$ cat config.mk
export PLATFORM = sky130hd
export DESIGN_NAME = i2s_dac_tx
export DESIGN_NICKNAME = d
export VERILOG_FILES = /design/src/rtl/i2s_dac_tx.sv
export SDC_FILE = /design/constraint.sdc
export NUM_CORES = 1
export LEC_CHECK = 0
export CORE_MARGIN = 4
export CORE_UTILIZATION = 65
export DETAILED_ROUTE_END_ITERATION = 10
export DONT_BUFFER_PORTS = 1
export PLACE_DENSITY = 0.81
export SETUP_SLACK_MARGIN = 0.3
export SLEW_MARGIN = 10
export SYNTH_ARGS = -nofsm -noshare
export SYNTH_HDL_FRONTEND = slang
export SYNTH_SLANG_ARGS = --single-unit
$ cat constraint.sdc
create_clock -name clk -period 5.8 [get_ports clk]
set_clock_uncertainty 0.05 [all_clocks]
set_input_delay 1.74 -clock clk [delete_from_list [all_inputs] [get_ports clk]]
set_output_delay 1.74 -clock clk [all_outputs]
set_load 0.005 [all_outputs]
$ cat src/rtl/i2s_dac_tx.sv
// i2s_dac_tx: pops stereo words from the DAC FIFO and serializes them as I2S.
// One {left,right} word per 64-bit frame; 16-bit samples left-justified in
// 32-bit slots with the standard one-bclk data delay after each lrclk edge.
module i2s_dac_tx #(
  parameter int unsigned BCLK_HALF = 4,
  parameter int unsigned UCNT_W    = 16
) (
  input  logic              clk,
  input  logic              rst_n,
  input  logic              en,
  input  logic              empty_dac,
  input  logic [31:0]       dac_fifo_out,
  output logic              rd_dac,
  output logic              bclk,
  output logic              lrclk,
  output logic              sdata,
  output logic              underrun,
  output logic [UCNT_W-1:0] underrun_cnt
);

  localparam int unsigned DIV_W   = (BCLK_HALF > 1) ? $clog2(BCLK_HALF) : 1;
  localparam int unsigned FRAME_W = 64;
  localparam int unsigned BIT_W   = 6;

  localparam logic [DIV_W-1:0] DIV_LAST = DIV_W'(BCLK_HALF - 1);
  localparam logic [BIT_W-1:0] BIT_LAST = BIT_W'(FRAME_W - 1);

  logic [DIV_W-1:0]   div_cnt;
  logic [BIT_W-1:0]   bit_cnt;
  logic [BIT_W-1:0]   bit_nxt;
  logic [BIT_W-1:0]   bit_idx;
  logic [FRAME_W-1:0] frame;
  logic               toggle;
  logic               fall_tick;
  logic               frame_tick;

  // Tick decode: bclk toggles at the end of each half period; a falling
  // toggle advances the frame, and the falling toggle out of bit 63 loads it.
  assign toggle     = en && (div_cnt == DIV_LAST);
  assign fall_tick  = toggle && bclk;
  assign frame_tick = fall_tick && (bit_cnt == BIT_LAST);
  assign rd_dac     = frame_tick && !empty_dac;

  // Bit position after this tick, and the frame bit it exposes (one-bclk delay).
  assign bit_nxt = bit_cnt + BIT_W'(1);
  assign bit_idx = BIT_W'(7'd64 - {1'b0, bit_nxt});

  // Bit clock divider; en low parks the divider and bclk low.
  always_ff @(posedge clk or negedge rst_n) begin
    if (!rst_n) begin
      div_cnt <= '0;
      bclk    <= 1'b0;
    end else if (!en) begin
      div_cnt <= '0;
      bclk    <= 1'b0;
    end else if (toggle) begin
      div_cnt <= '0;
      bclk    <= ~bclk;
    end else begin
      div_cnt <= div_cnt + DIV_W'(1);
    end
  end

  // Framing and serial data; everything moves only on bclk falling edges.
  always_ff @(posedge clk or negedge rst_n) begin
    if (!rst_n) begin
      bit_cnt <= BIT_LAST;
      lrclk   <= 1'b0;
      sdata   <= 1'b0;
      frame   <= '0;
    end else if (!en) begin
      bit_cnt <= BIT_LAST;
      lrclk   <= 1'b0;
      sdata   <= 1'b0;
      frame   <= '0;
    end else if (fall_tick) begin
      bit_cnt <= bit_nxt;
      lrclk   <= bit_nxt[BIT_W-1];
      sdata   <= (bit_nxt == '0) ? 1'b0 : frame[bit_idx];
      if (frame_tick) begin
        frame <= empty_dac ? '0
                           : {dac_fifo_out[31:16], 16'h0000, dac_fifo_out[15:0], 16'h0000};
      end
    end
  end

  // Underrun pulse and saturating counter; the counter survives en low.
  always_ff @(posedge clk or negedge rst_n) begin
    if (!rst_n) begin
      underrun     <= 1'b0;
      underrun_cnt <= '0;
    end else begin
      underrun <= frame_tick && empty_dac;
      if (frame_tick && empty_dac && (underrun_cnt != '1)) begin
        underrun_cnt <= underrun_cnt + UCNT_W'(1);
      end
    end
  end

endmodule

==> Word-level counts from Yosys, hierarchy flattened <==
Cells that the tools add are included.
{ "totals": {"regBits": 92, "output_inout_bits": 21} }
{ "classes": {"addsub": 4, "n_lt_le_gt_ge": 1, "eq_ne": 6, "mux": 17, "bitwise": 1, "reduce_logical": 9} }
{ "op_table": {"columns": ["op", "count"], "rows": [
  ["$mux 64", 4],
  ["$add 16x1->16 const B", 1],
  ["$ne 16x16->1 const B", 1],
  ["$mux 6", 2],
  ["$mux 1", 8],
  ["$lt 6x7->1 const B", 1],
  ["$add 6x1->6 const B", 1],
  ["$bmux 1 s6", 1],
  ["$eq 6x6->1 const B", 1],
  ["$logic_and 1x1->1", 6],
  ["$logic_not 6->1", 1],
  ["$ne 2x1->1 const B", 3],
  ["$sub 1x6->6 const A", 1],
  ["$mux 2", 2],
  ["$add 2x1->2 const B", 1],
  ["$eq 2x2->1 const B", 1],
  ["$reduce_and 2->1", 1],
  ["$logic_not 1->1", 1],
  ["$not 1->1", 1]
]} }

==> Depth between registers and ports, before layout <==
{ "logic_depth": {"word_depth": 7, "depth_mapped": 8, "ltp_nobuf": 7} }

==> Worst setup path after synthesis <==
No wires, ideal clock.
{ "synth_path": {"kind": "input-to-output", "start": "input port en", "end": "output port rd_dac", "arrival_ns": 2.455, "required_ns": 4.010, "slack_ns": 1.555, "stages": 3, "path_buffers": 1, "path_cell_list": "nand3_1 -> nor3_1 -> buf_2"} }
{ "synth_between": {"elab_chain_len": 4} }
{ "synth_rtl": {"columns": ["item", "line_no", "text"], "rows": [
  ["start: declaration", "10", "input logic en,"],
  ["$logic_and 1x1->1", "39", "assign toggle = en && (div_cnt == DIV_LAST);"],
  ["$logic_and 1x1->1", "40", "assign fall_tick = toggle && bclk;"],
  ["$logic_and 1x1->1", "41", "assign frame_tick = fall_tick && (bit_cnt == BIT_LAST);"],
  ["$logic_and 1x1->1", "42", "assign rd_dac = frame_tick && !empty_dac;"],
  ["end: declaration", "13", "output logic rd_dac,"]
]} }
Every way passes these cells.

==> Worst setup path after layout <==
{ "layout_path": {"start": "register bit_cnt[0]", "end": "output port rd_dac"} }
{ "layout_between": {"elab_chain_len": 3} }
{ "layout_rtl": {"columns": ["item", "line_no", "text"], "rows": [
  ["start: declaration", "29", "logic [BIT_W-1:0] bit_cnt;"],
  ["start signal: assignment", "77", "bit_cnt <= bit_nxt;"],
  ["$eq 6x6->1", "41", null],
  ["$logic_and 1x1->1", "41", null],
  ["$logic_and 1x1->1", "42", null]
]} }
Every way passes these cells.

==> summary.txt <==
Die
  – IO Count: between 50 and 60
  – Chip width: ~74 µm
  – Die height: 73.7 µm
  – Site row count: 23
  – Die ar.: 5430 µm²
  – Initial Utilization: 0.687
  – Core Region: roughly 4000 µm²

Yosys
  – Synth top area share: 0.481
  – Sequential area share after synthesis: 0.538
  – Fraction of registers with async set/reset: 1.00
  – Top-count cell post-synth: dfrtp_1
  – Mapped Cells: around 230
  – Post-synth EDFFs: 0
  – Top cells by count, synth: dfrtp_1 (54), a22o_1 (32), nand2_1 (17), xnor2_1 (14), nand3_1 (11)
  – Post-synth top flop: dfrtp_1
  – Leading area contributor after synthesis: dfrtp_1
  – Synth cell types: 42
  – Number of synthesized register bits: 60
  – Synthesized Nets: 265
  – Synth warn: 0
  – Syn Area/Cell: 12.4 µm²
  – Post-synthesis instance area: 2810 µm²
  – Top cells by area, synth: dfrtp_1 (48%), a22o_1 (10%), mux4_2 (6.4%), dfstp_2 (5.6%), xnor2_1 (4.4%)

Global routing
  – Vias in the first global route: 1872
  – Largest net degree at the start of global routing: 61
  – Initial antenna violation count: 0
  – Met1 global-route usage: 0.289
  – First-pass GRT wire length: 8910 µm
  – M2 GR Usage: 0.322
  – Most Used Layer, Global Route: met2
  – Global Route Usage Sum: 0.218
  – Met3 GRT Util: 0.0643
  – Congestion Overflow GR: 0

Power and ir drop
  – Leakage: 1.40 nW
  – Peak supply drop: 0.165 mV
  – Cell Int Power: 606 µW
  – Sequential Power Share: 0.556
  – Clock power frac: 0.424
  – Pwr/cell area: 256 nW/µm²
  – Logic gate share of total power: 0.020
  – Switching share of power: 0.209
  – Sw power: 160 µW

Drt
  – DRT Pass-1 Iters: 4
  – Remaining DRCs: 0
  – Post-DR vias/cell: 6.55
  – Total Wirelength: 5310 µm
  – DRT iter0 DRCs: 139
  – Vias: 1833
  – WL per Instance: 19.0 µm
  – ANT nets after route: 0

STA
  – Slew HR: 0.297
  – Worst setup margin: 1.57 ns
  – Final hold vios: 0
  – Tcrit/Tclk final: 0.730
  – RSZ-0062 raised after global routing: false
  – Tmin final: 4.23 ns
  – Max frequency: 236 MHz
  – Fin Setup TNS: 0 ns
  – Setup violations, final: 0
  – Worst Max-Slew Pin Slew: around 1.1 ns
  – Slew Limit Fails: 0

Run
  – Max_cap viols: 0

Layout
  – Ratio of cells with drive above 1 in the final layout: 0.161
  – Post-layout net count: around 260
  – Area Overhead vs Synth: 6.82%
  – FILL cells: around 260
  – Antenna diode count: 0

Placement
  – Routability Congestion: 0.854
  – Place WS: 1.68 ns
  – Final HPWL DP: ~3600 µm
  – Port bufs: 0

Setup path
  – CP Max Fanout: 33
  – Crit end category: output port
  – Kind of critical path: flip-flop to output port
  – Critical Path RT: 4.01 ns
  – Crit start category: flip-flop
  – Data arrival at the endpoint of the critical path: around 2.4 ns

Clocking
  – CTS tree: yes
  – Clock Sink Count: 60
  – Hold-fix buffers, CTS: 0
  – Post-CTS setup buffers: 0
  – Clock root cell: clkbuf_8
  – CTS Buf Count: 9
  – CTS resizes: 0
  – H-tree Lvls: 3
  – Clock buffer depth: 2
  – Reg clk slew, reported paths: 0.06 ns
  – Skew-Pair Late Insertion Delay: 0.33 ns

Worst hold path
  – Min-delay worst type: flip-flop to flip-flop

Status
  – Status: complete, no violations
## per-stage QoR
step | hold slack [ns] | power (mW) | util | std cells | instance area [µm²]
floorplan | 0.359 | 0.446 | - | 226 | 2810
global placement | 0.370 | 0.448 | 0.691 | 264 | 2830
detailed placement | 0.379 | 0.449 | 0.691 | 264 | 2830
CTS | 0.387 | 0.773 | 0.734 | 280 | 3000
global route | 0.399 | 0.793 | 0.734 | 280 | 3000
finish | 0.379 | 0.766 | 0.734 | 280 | 3000
## critical path: stages (launching register included)
cell and delay (ns):
dfstp_2 0.78, ha_1 0.37, nand2_2 0.11, or2_2 0.33
nor3_2 0.16, buf_4 0.36
## sequential cells by signal, summed over array words and instances, names as in the netlist
name / flops
lrclk: 1
underrun_cnt: 16
div_cnt: 2
bit_cnt: 6
underrun: 1
frame: 32
sdata: 1
bclk: 1
## cells in the final DEF (no fill, tap or decap), types with 4 or more instances in the layout
cell type / instances
nand4_1: 5
xnor2_1: 14
a21oi_1: 4
a22o_1: 32
nand2b_1: 5
dfstp_2: 6
nand2_1: 17
mux4_2: 8
clkbuf_8: 11
and2_1: 4
xor2_1: 8
nor2_1: 7
nand3_1: 11
dfrtp_1: 54
## worst paths after layout
| kind | startpoint | end | slack [ns] | depth (start not counted) |
|---|---|---|---|---|
| min in group asynchronous | rst_n | underrun_cnt[9] | 1.05 | 0 |
| min reg2reg | div_cnt[0] | div_cnt[0] | 0.38 | 1 |
| max in group asynchronous | rst_n | bit_cnt[0] | 4.47 | 0 |
| min | div_cnt[0] | div_cnt[0] | 0.38 | 1 |
| max reg2reg | bit_cnt[0] | sdata | 2.90 | 7 |
| max | bit_cnt[0] | rd_dac | 1.57 | 5 |
## cells by family after synthesis
group | share of synthesized area
compound gates | 0.150
xor+xnor | 0.0687
fa+ha+maj | 0.0134
buf+inv | 0.0227
flops | 0.538
mux | 0.0829
simple gates | 0.124
## power by group through the flow
stage                     Clock (mW)  Combinational [mW]  Sequential [mW]
after global routing           0.350              0.0176            0.426
final                          0.325              0.0154            0.426
after detailed placement           0              0.0153            0.433
after global placement             0              0.0146            0.433
after floorplan                    0              0.0144            0.432
after CTS                      0.332              0.0155            0.426
## cell type report
type	count	area, µm²	area share
repair buffers	1	7.51	0.00250
clock inverters	2	10.0	0.00334
multi-input cells	151	1240	0.413
inverters	2	7.51	0.00250
flip-flops and latches	60	1510	0.503
well taps	50	62.6	0.0209
clock buffers	14	163	0.0543
## routing by layer
metal  vias up  wire [µm]
met3        10        395
met4         0        108
li1        836          -
met2        65       2460
met5         -          0
met1       922       2350
Power figures use the tool's default switching activity.
